`config.mk`:
```
export PLATFORM = sky130hd
export DESIGN_NAME = reg_bus_arbiter
export DESIGN_NICKNAME = d
export VERILOG_FILES = /design/src/rtl/reg_bus_arbiter.sv
export SDC_FILE = /design/constraint.sdc
export NUM_CORES = 1
export LEC_CHECK = 0
export ABC_AREA = 0
export CAP_MARGIN = 20
export CORE_AREA = 2 2 106 108
export CTS_CLUSTER_DIAMETER = 60
export DETAILED_ROUTE_END_ITERATION = 8
export DIE_AREA = 0 0 108 110
export HOLD_SLACK_MARGIN = 0.1
export PLACE_DENSITY = 0.74
export SYNTH_ARGS = -nofsm -noshare
export SYNTH_HDL_FRONTEND = slang
export SYNTH_SLANG_ARGS = --single-unit
```
`constraint.sdc`:
```
create_clock -name clk -period 2.2 [get_ports clk]
set_clock_uncertainty 0.15 [all_clocks]
set_input_delay 0.44 -clock clk [delete_from_list [all_inputs] [get_ports clk]]
set_output_delay 0.44 -clock clk [all_outputs]
set_load 0.02 [all_outputs]
```
`src/rtl/reg_bus_arbiter.sv`:
```
// Two-port arbiter for a TinyQV-style peripheral register bus: round-robin grant,
// one-cycle writes, reads held until bus_ready or timeout, registered completion strobes.
module reg_bus_arbiter #(
    parameter int ADDR_W  = 6,
    parameter int DATA_W  = 32,
    parameter int TIMEOUT = 15
) (
    input  logic                   clk,
    input  logic                   rstb,
    input  logic                   ena,
    input  logic [1:0]             rq_valid,
    input  logic [1:0]             rq_rw,
    input  logic [1:0][1:0]        rq_width,
    input  logic [1:0][ADDR_W-1:0] rq_addr,
    input  logic [1:0][DATA_W-1:0] rq_wdata,
    output logic [1:0]             rq_done,
    output logic                   rq_err,
    output logic [DATA_W-1:0]      rq_rdata,
    output logic [ADDR_W-1:0]      bus_addr,
    output logic [DATA_W-1:0]      bus_wdata,
    output logic [1:0]             bus_write_n,
    output logic [1:0]             bus_read_n,
    input  logic [DATA_W-1:0]      bus_rdata,
    input  logic                   bus_ready
);

    typedef enum logic [1:0] {IDLE, WRITE, READ, DONE} state_t;

    localparam logic [7:0] TO_LAST = 8'(TIMEOUT - 1);
    localparam logic [1:0] BUS_IDLE = 2'b11;

    state_t     state;
    logic       last_grant;
    logic       grant;
    logic       sel;
    logic [7:0] count;

    // Port chosen if the FSM grants this cycle; a lone requester always wins.
    always_comb begin
        sel = rq_valid[1];
        if (rq_valid == 2'b11) sel = ~last_grant;
    end

    // NOTE: non-blocking assignments so every register sees pre-edge values of the others.
    always_ff @(posedge clk) begin
        if (!rstb) begin
            state       <= IDLE;
            last_grant  <= 1'b1;
            grant       <= 1'b0;
            count       <= '0;
            bus_addr    <= '0;
            bus_wdata   <= '0;
            bus_write_n <= BUS_IDLE;
            bus_read_n  <= BUS_IDLE;
            rq_done     <= 2'b00;
            rq_err      <= 1'b0;
            rq_rdata    <= '0;
        end else if (ena) begin
            case (state)
                IDLE: begin
                    if (rq_valid != 2'b00) begin
                        grant      <= sel;
                        last_grant <= sel;
                        bus_addr   <= rq_addr[sel];
                        bus_wdata  <= rq_wdata[sel];
                        if (rq_width[sel] == 2'b11) begin
                            state   <= DONE;
                            rq_done <= sel ? 2'b10 : 2'b01;
                            rq_err  <= 1'b1;
                        end else if (rq_rw[sel]) begin
                            state       <= WRITE;
                            bus_write_n <= rq_width[sel];
                        end else begin
                            state      <= READ;
                            bus_read_n <= rq_width[sel];
                            count      <= '0;
                        end
                    end
                end
                WRITE: begin
                    bus_write_n <= BUS_IDLE;
                    rq_done     <= grant ? 2'b10 : 2'b01;
                    rq_err      <= 1'b0;
                    state       <= DONE;
                end
                READ: begin
                    if (bus_ready) begin
                        bus_read_n <= BUS_IDLE;
                        rq_rdata   <= bus_rdata;
                        rq_done    <= grant ? 2'b10 : 2'b01;
                        rq_err     <= 1'b0;
                        state      <= DONE;
                    end else if (count == TO_LAST) begin
                        bus_read_n <= BUS_IDLE;
                        rq_rdata   <= '0;
                        rq_done    <= grant ? 2'b10 : 2'b01;
                        rq_err     <= 1'b1;
                        state      <= DONE;
                    end else begin
                        count <= count + 8'd1;
                    end
                end
                DONE: begin
                    rq_done <= 2'b00;
                    rq_err  <= 1'b0;
                    state   <= IDLE;
                end
                default: state <= IDLE;
            endcase
        end
    end

endmodule
```
Word level (Yosys, flattened, before mapping)
Index checks and enable logic that the tools add are counted.
Widths: inputs -> output; s select.

operators by class
  multiplexer cells = 43
  reductions and logical operators = 13
  $add $sub $neg = 1
  equal/unequal tests = 14
  $lt $le $gt $ge = 1
  bitwise logic cells = 1

operators with widths
  kind                 number
  $mux 32              4
  $mux 8               5
  $mux 2               19
  $pmux 2 s4           2
  $pmux 8 s2           1
  $ne 2x2->1 const B   7
  $mux 6               2
  $reduce_and 3->1     3
  $add 8x1->8 const B  1
  $eq 2x2->1 const B   4
  $eq 8x4->1 const B   1
  $pmux 2 s2           2
  $reduce_bool 2->1    4
  $mux 1               7
  $reduce_and 7->1     1
  $reduce_and 6->1     1
  $reduce_and 5->1     1
  $reduce_and 4->1     1
  $ne 3x3->1 const B   1
  $pmux 1 s3           1
  $eq 2x1->1 const B   1
  $logic_not 2->1      1
  $lt 1x2->1 const B   1
  $reduce_or 2->1      1
  $not 1->1            1

storage, ports and cells
  bits of input ports = 120
  register bits after elaboration = 89
  logic and storage cells = 84
  output and inout port bits = 77

Longest topological paths before layout
  word-level depth = 8
  gate-level depth with buffers = 8
  depth with buffers taken out = 6

Least setup slack after synthesis
No wires, ideal clock.

  path type = register -> register
  from = register state[0]
  to = register count[1]
  clock period less this slack = 1951 ps
  setup slack = 249 ps
  arrival = 1697 ps
  stages on the path, launching flop included = 8
  setup time = 103 ps
  cells stage by stage = dfxtp_1 inv_1 ha_1 buf_2 nor4b_1 a21o_1 a211o_1 a2111oi_2

between the ends
  longest elaborated chain between the ends = 3
  elaborated cells on any way between the ends = 10
  those cells by class = 6 x eq/ne; 1 x mux; 3 x reduce/logical

ends and longest elaborated chain
  what                                                       line  RTL
  start: declaration                                         32    state_t state;
  start signal: assignment                                   47    state <= IDLE;
  start signal: assignment                                   67    state <= DONE;
  start signal: assignment                                   71    state <= WRITE;
  $eq 2x2->1 or $logic_not 2->1 (tied branches)              59    case (state)
  $ne 2x2->1 (no line) or $reduce_bool 2->1 (tied branches)  -
  $reduce_and 7->1 (no line)                                 -
  end signal: assignment                                     100   count <= count + 8'd1;
  end: declaration                                           36    logic [7:0] count;

Several ways; a longest one is shown, not always the timed one.
A chain may end at the register's enable or synchronous reset.

Worst setup path after layout
  from = input rq_valid[0]
  to = register count[1]

between the ends
  longest elaborated chain between the ends = 7
  elaborated cells on any way between the ends = 12
  those cells by class = 5 x eq/ne; 5 x mux; 2 x reduce/logical

ends and longest elaborated chain
  what                                       line  RTL
  start: declaration                         11    input logic [1:0] rq_valid,
  $eq 2x2->1                                 41    if (rq_valid == 2'b11) sel = ~last_grant;
  $mux 1                                     41
  $mux 2 (not written as such) (2 in a row)  66    if (rq_width[sel] == 2'b11) begin
  $eq 2x2->1                                 66
  $ne 2x2->1 (no line)                       -
  $reduce_and 7->1 (no line) (*)             -

Every way passes the cells marked *; elsewhere a longest branch is shown, timed or not. The select of a mux whose other input is x is not followed.

==> impl_results.md <==
- Post-Synth Simple-Gate Area: 0.141
- Peak supply drop: 0.372 mV
- DRC: 0
- Hold WS: 0.322 ns
- GRT Resource Usage Total: 0.226
- Fin. Hold Viols: 0
- Fill count: 904
- RSZ-0062 raised after global routing: false
- Top post-synthesis cells by area: dfxtp_1, mux2i_1, a211oi_1
- Minimum clock period: 2.08 ns
- Placer Congestion: 0.848
- # diodes: 0
- Worst Path Required: 2.31 ns
- Avg Cell Area, Syn: 8.90 sq um
- Synthesis-stage register bit count: 89
- Hold Path Cell Cnt: 2
- Post-CTS Setup Inserts: 0
- Post-CTS sizing: 0
- Drt pass-1 iters: 4
- Num CTS Buffers: 9
- DIE AREA: 11,900 sq um
- Area leader, netlist: dfxtp_1
- Die Y-Extent: 110 um
- Setup violators final: 0
- Die X-Extent: 108 um
- Max-Cap Viols: 0
- Slew headroom: 0.491
- CTS tree: done
- Top cell type's share of synthesized area: 0.422
- Worst path arrival time: 2.19 ns
- Share of cells above drive strength 1: 0.0969
- Synthesis warning total: 0
- Sequential area share after synthesis: 0.422
- Reg2reg path depth: 6
- Worst-path clk slew: 0.09 ns
- Largest net degree at the start of global routing: 40
- Worst skew pair latency: 0.36 ns
- CP startpoint kind: input pin
- GR Overflow Total: 0
- Net Count, Synth: 599
- First-pass GRT wire length: 21,000 um
- Fin area: 6750 sq um
- Vias in the first global route: 4,436
- Setup CP Type: input pin to flop
- Root buffer cell: clkbuf_8
- DR iter-0 viols: 187
- Critical path capture point type: flop
- DP HPWL: 10,200 um
- Placed cell areas: 6520 sq um
- Htree depth: 3
- Starting Density: 0.394
- Worst-Margin Slew: 0.762 ns
- Synthesized instance count: 474
- Ys flop type: dfxtp_1
- Post-Route WL: 13,400 um
- Adder-cell area share of the yosys netlist: 0.0148
- Area fraction in compound gates after synthesis: 0.243
- Hold-fix buffers at CTS: 0
- Hold Crit Class: flop to flop
- Leak: 0.00241 uW
- PortBufs: 196
- I/O pin cnt: 197
- Row Count: 38
- Max-slew violation count: 0
- Core Region: 10,700 sq um
- Avg Vias per Cell: 5.47
- Largest family of logic cells by synthesized area: compound AO/OA/AOI/OAI gates
- Outcome: complete, no violations
- Final cycle utilization of the critical path: 0.945
- # nets final: 792
- Routed Antenna Nets: 0
- Netlist cell types: 45
- Area Growth Syn to Fin: 59.9%
- Pwr/cell area: 633 nW/um^2
- Clock Tree Buf Depth: 2
- Wire length per cell: 16.5 um
- Worst-path fanout max: 10
- Synthesized area: 4220 sq um
- Proportion of synthesized area in mux cells: 0.120
- Clock net sink count: 89
- Initial antenna violation count: 0
- F_max: 0.481 GHz
- EDFF count, synth: 0
- Asr flop ratio synth: 0
- Vias: 4,434
- Post-synthesis xor/xnor area fraction: 0
==> final timing paths <==
path,start,slack (ns),to
setup / recovery,rq_valid[0],0.12,count[1]$_SDFFE_PN0P_
hold / removal,rq_done[1]$_SDFFE_PN0P_,0.32,rq_done[1]$_SDFFE_PN0P_
setup reg to reg,count[0]$_SDFFE_PN0P_,0.16,count[1]$_SDFFE_PN0P_
hold reg to reg,rq_done[1]$_SDFFE_PN0P_,0.32,rq_done[1]$_SDFFE_PN0P_
==> registers in the layout, indices dropped and copies added, names as in the netlist <==
register,cells
rq_done,2
state,2
bus_read_n,2
rq_rdata,32
rq_err,1
bus_addr,6
bus_write_n,2
grant,1
count,8
last_grant,1
bus_wdata,32
==> logic make-up (layout without fill, tap and decap cells) <==
family	after synthesis	count (layout)
compound gates	155	155
simple gates	115	115
flops	89	89
buf+inv	60	257
mux	50	50
fa+ha+maj	5	5
==> routing by layer <==
layer / routed length, um / vias up / part of all wire / global-route usage
met5: 0 / - / 0 / 0
met4: 309 / 0 / 0.023 / 0.0962
met3: 1280 / 22 / 0.095 / 0.0917
met2: 6800 / 169 / 0.51 / 0.401
met1: 5010 / 2079 / 0.37 / 0.238
li1: - / 2164 / - / -
==> cells in the final DEF, fill, tap and decap left out, types with 2 or more instances in the layout <==
cell type / Yosys / layout
a21o_1: 2 / 2
a32oi_1: 4 / 4
nor2_1: 46 / 46
a31oi_1: 3 / 3
nand3_1: 6 / 6
clkdlybuf4s50_1: 0 / 196
nand2b_1: 2 / 2
a21boi_0: 2 / 2
mux2i_1: 48 / 48
o21ai_0: 39 / 39
clkinv_4: 0 / 3
buf_4: 4 / 27
dfxtp_1: 89 / 89
a2111oi_2: 1 / 2
a21oi_1: 37 / 36
ha_1: 5 / 5
and2_1: 2 / 2
a311oi_1: 2 / 2
a211o_1: 2 / 2
and3_2: 2 / 2
bufinv_16: 0 / 2
buf_12: 0 / 8
clkbuf_8: 0 / 9
nand4_1: 35 / 35
inv_1: 11 / 10
nand2_1: 11 / 11
nor2b_1: 3 / 3
o211ai_1: 9 / 9
a211oi_1: 45 / 45
==> worst max-delay path: stages <==
cell and delay, ns:
clkdlybuf4s50_1 0.51, a21boi_4 0.28, mux2i_2 0.09, buf_4 0.18
a211o_1 0.33, a2111oi_2 0.36
==> stage by stage <==
stage          utilization  setup TNS (ns)  power, uW  worst slack (ns)  std cells
3_3_place_gp         0.610           -7.07       3040            -0.150        796
4_1_cts              0.630               0       4310           0.00195        811
5_1_grt              0.631               0       4490            0.0195        811
3_5_place_dp         0.610          -12.19       3070            -0.255        796
2_1_floorplan            -               0       2430             0.249        474
6_report             0.631               0       4270             0.121        811
==> synthesized netlist by cell type, types with 2 or more instances <==
cell	number
buf_2	7
nand4_1	35
a21boi_0	2
a21o_1	2
nand3_1	6
o211ai_1	9
o21ai_0	39
buf_1	4
a211o_1	2
mux2i_1	48
a311oi_1	2
nor2b_1	3
a211oi_1	45
a32oi_1	4
a31oi_1	3
inv_1	11
nand2b_1	2
buf_4	4
ha_1	5
and2_1	2
a2111oi_1	2
a21oi_1	37
dfxtp_1	89
nor2_1	46
and3_2	2
clkbuf_1	34
nand2_1	11
==> layout make-up <==
cell class / instances / area, sq um / area share
sequential: 89 / 1780 / 0.264
timing repair buffer: 231 / 2320 / 0.345
multi-input combinational: 325 / 2210 / 0.327
clock inverter: 6 / 93.8 / 0.0139
tap: 140 / 175 / 0.0260
inverter: 11 / 41.3 / 0.00612
clock buffer: 9 / 124 / 0.0184
==> power by group <==
| part | internal, uW | leakage [uW] | total [uW] | switching [uW] |
|---|---|---|---|---|
| sequential | 1730 | 0.000727 | 1790 | 65.7 |
| combinational | 634 | 0.00158 | 1240 | 608 |
| clock | 639 | 0.000105 | 1240 | 599 |
No activity file was read; power rests on OpenSTA's default activity.
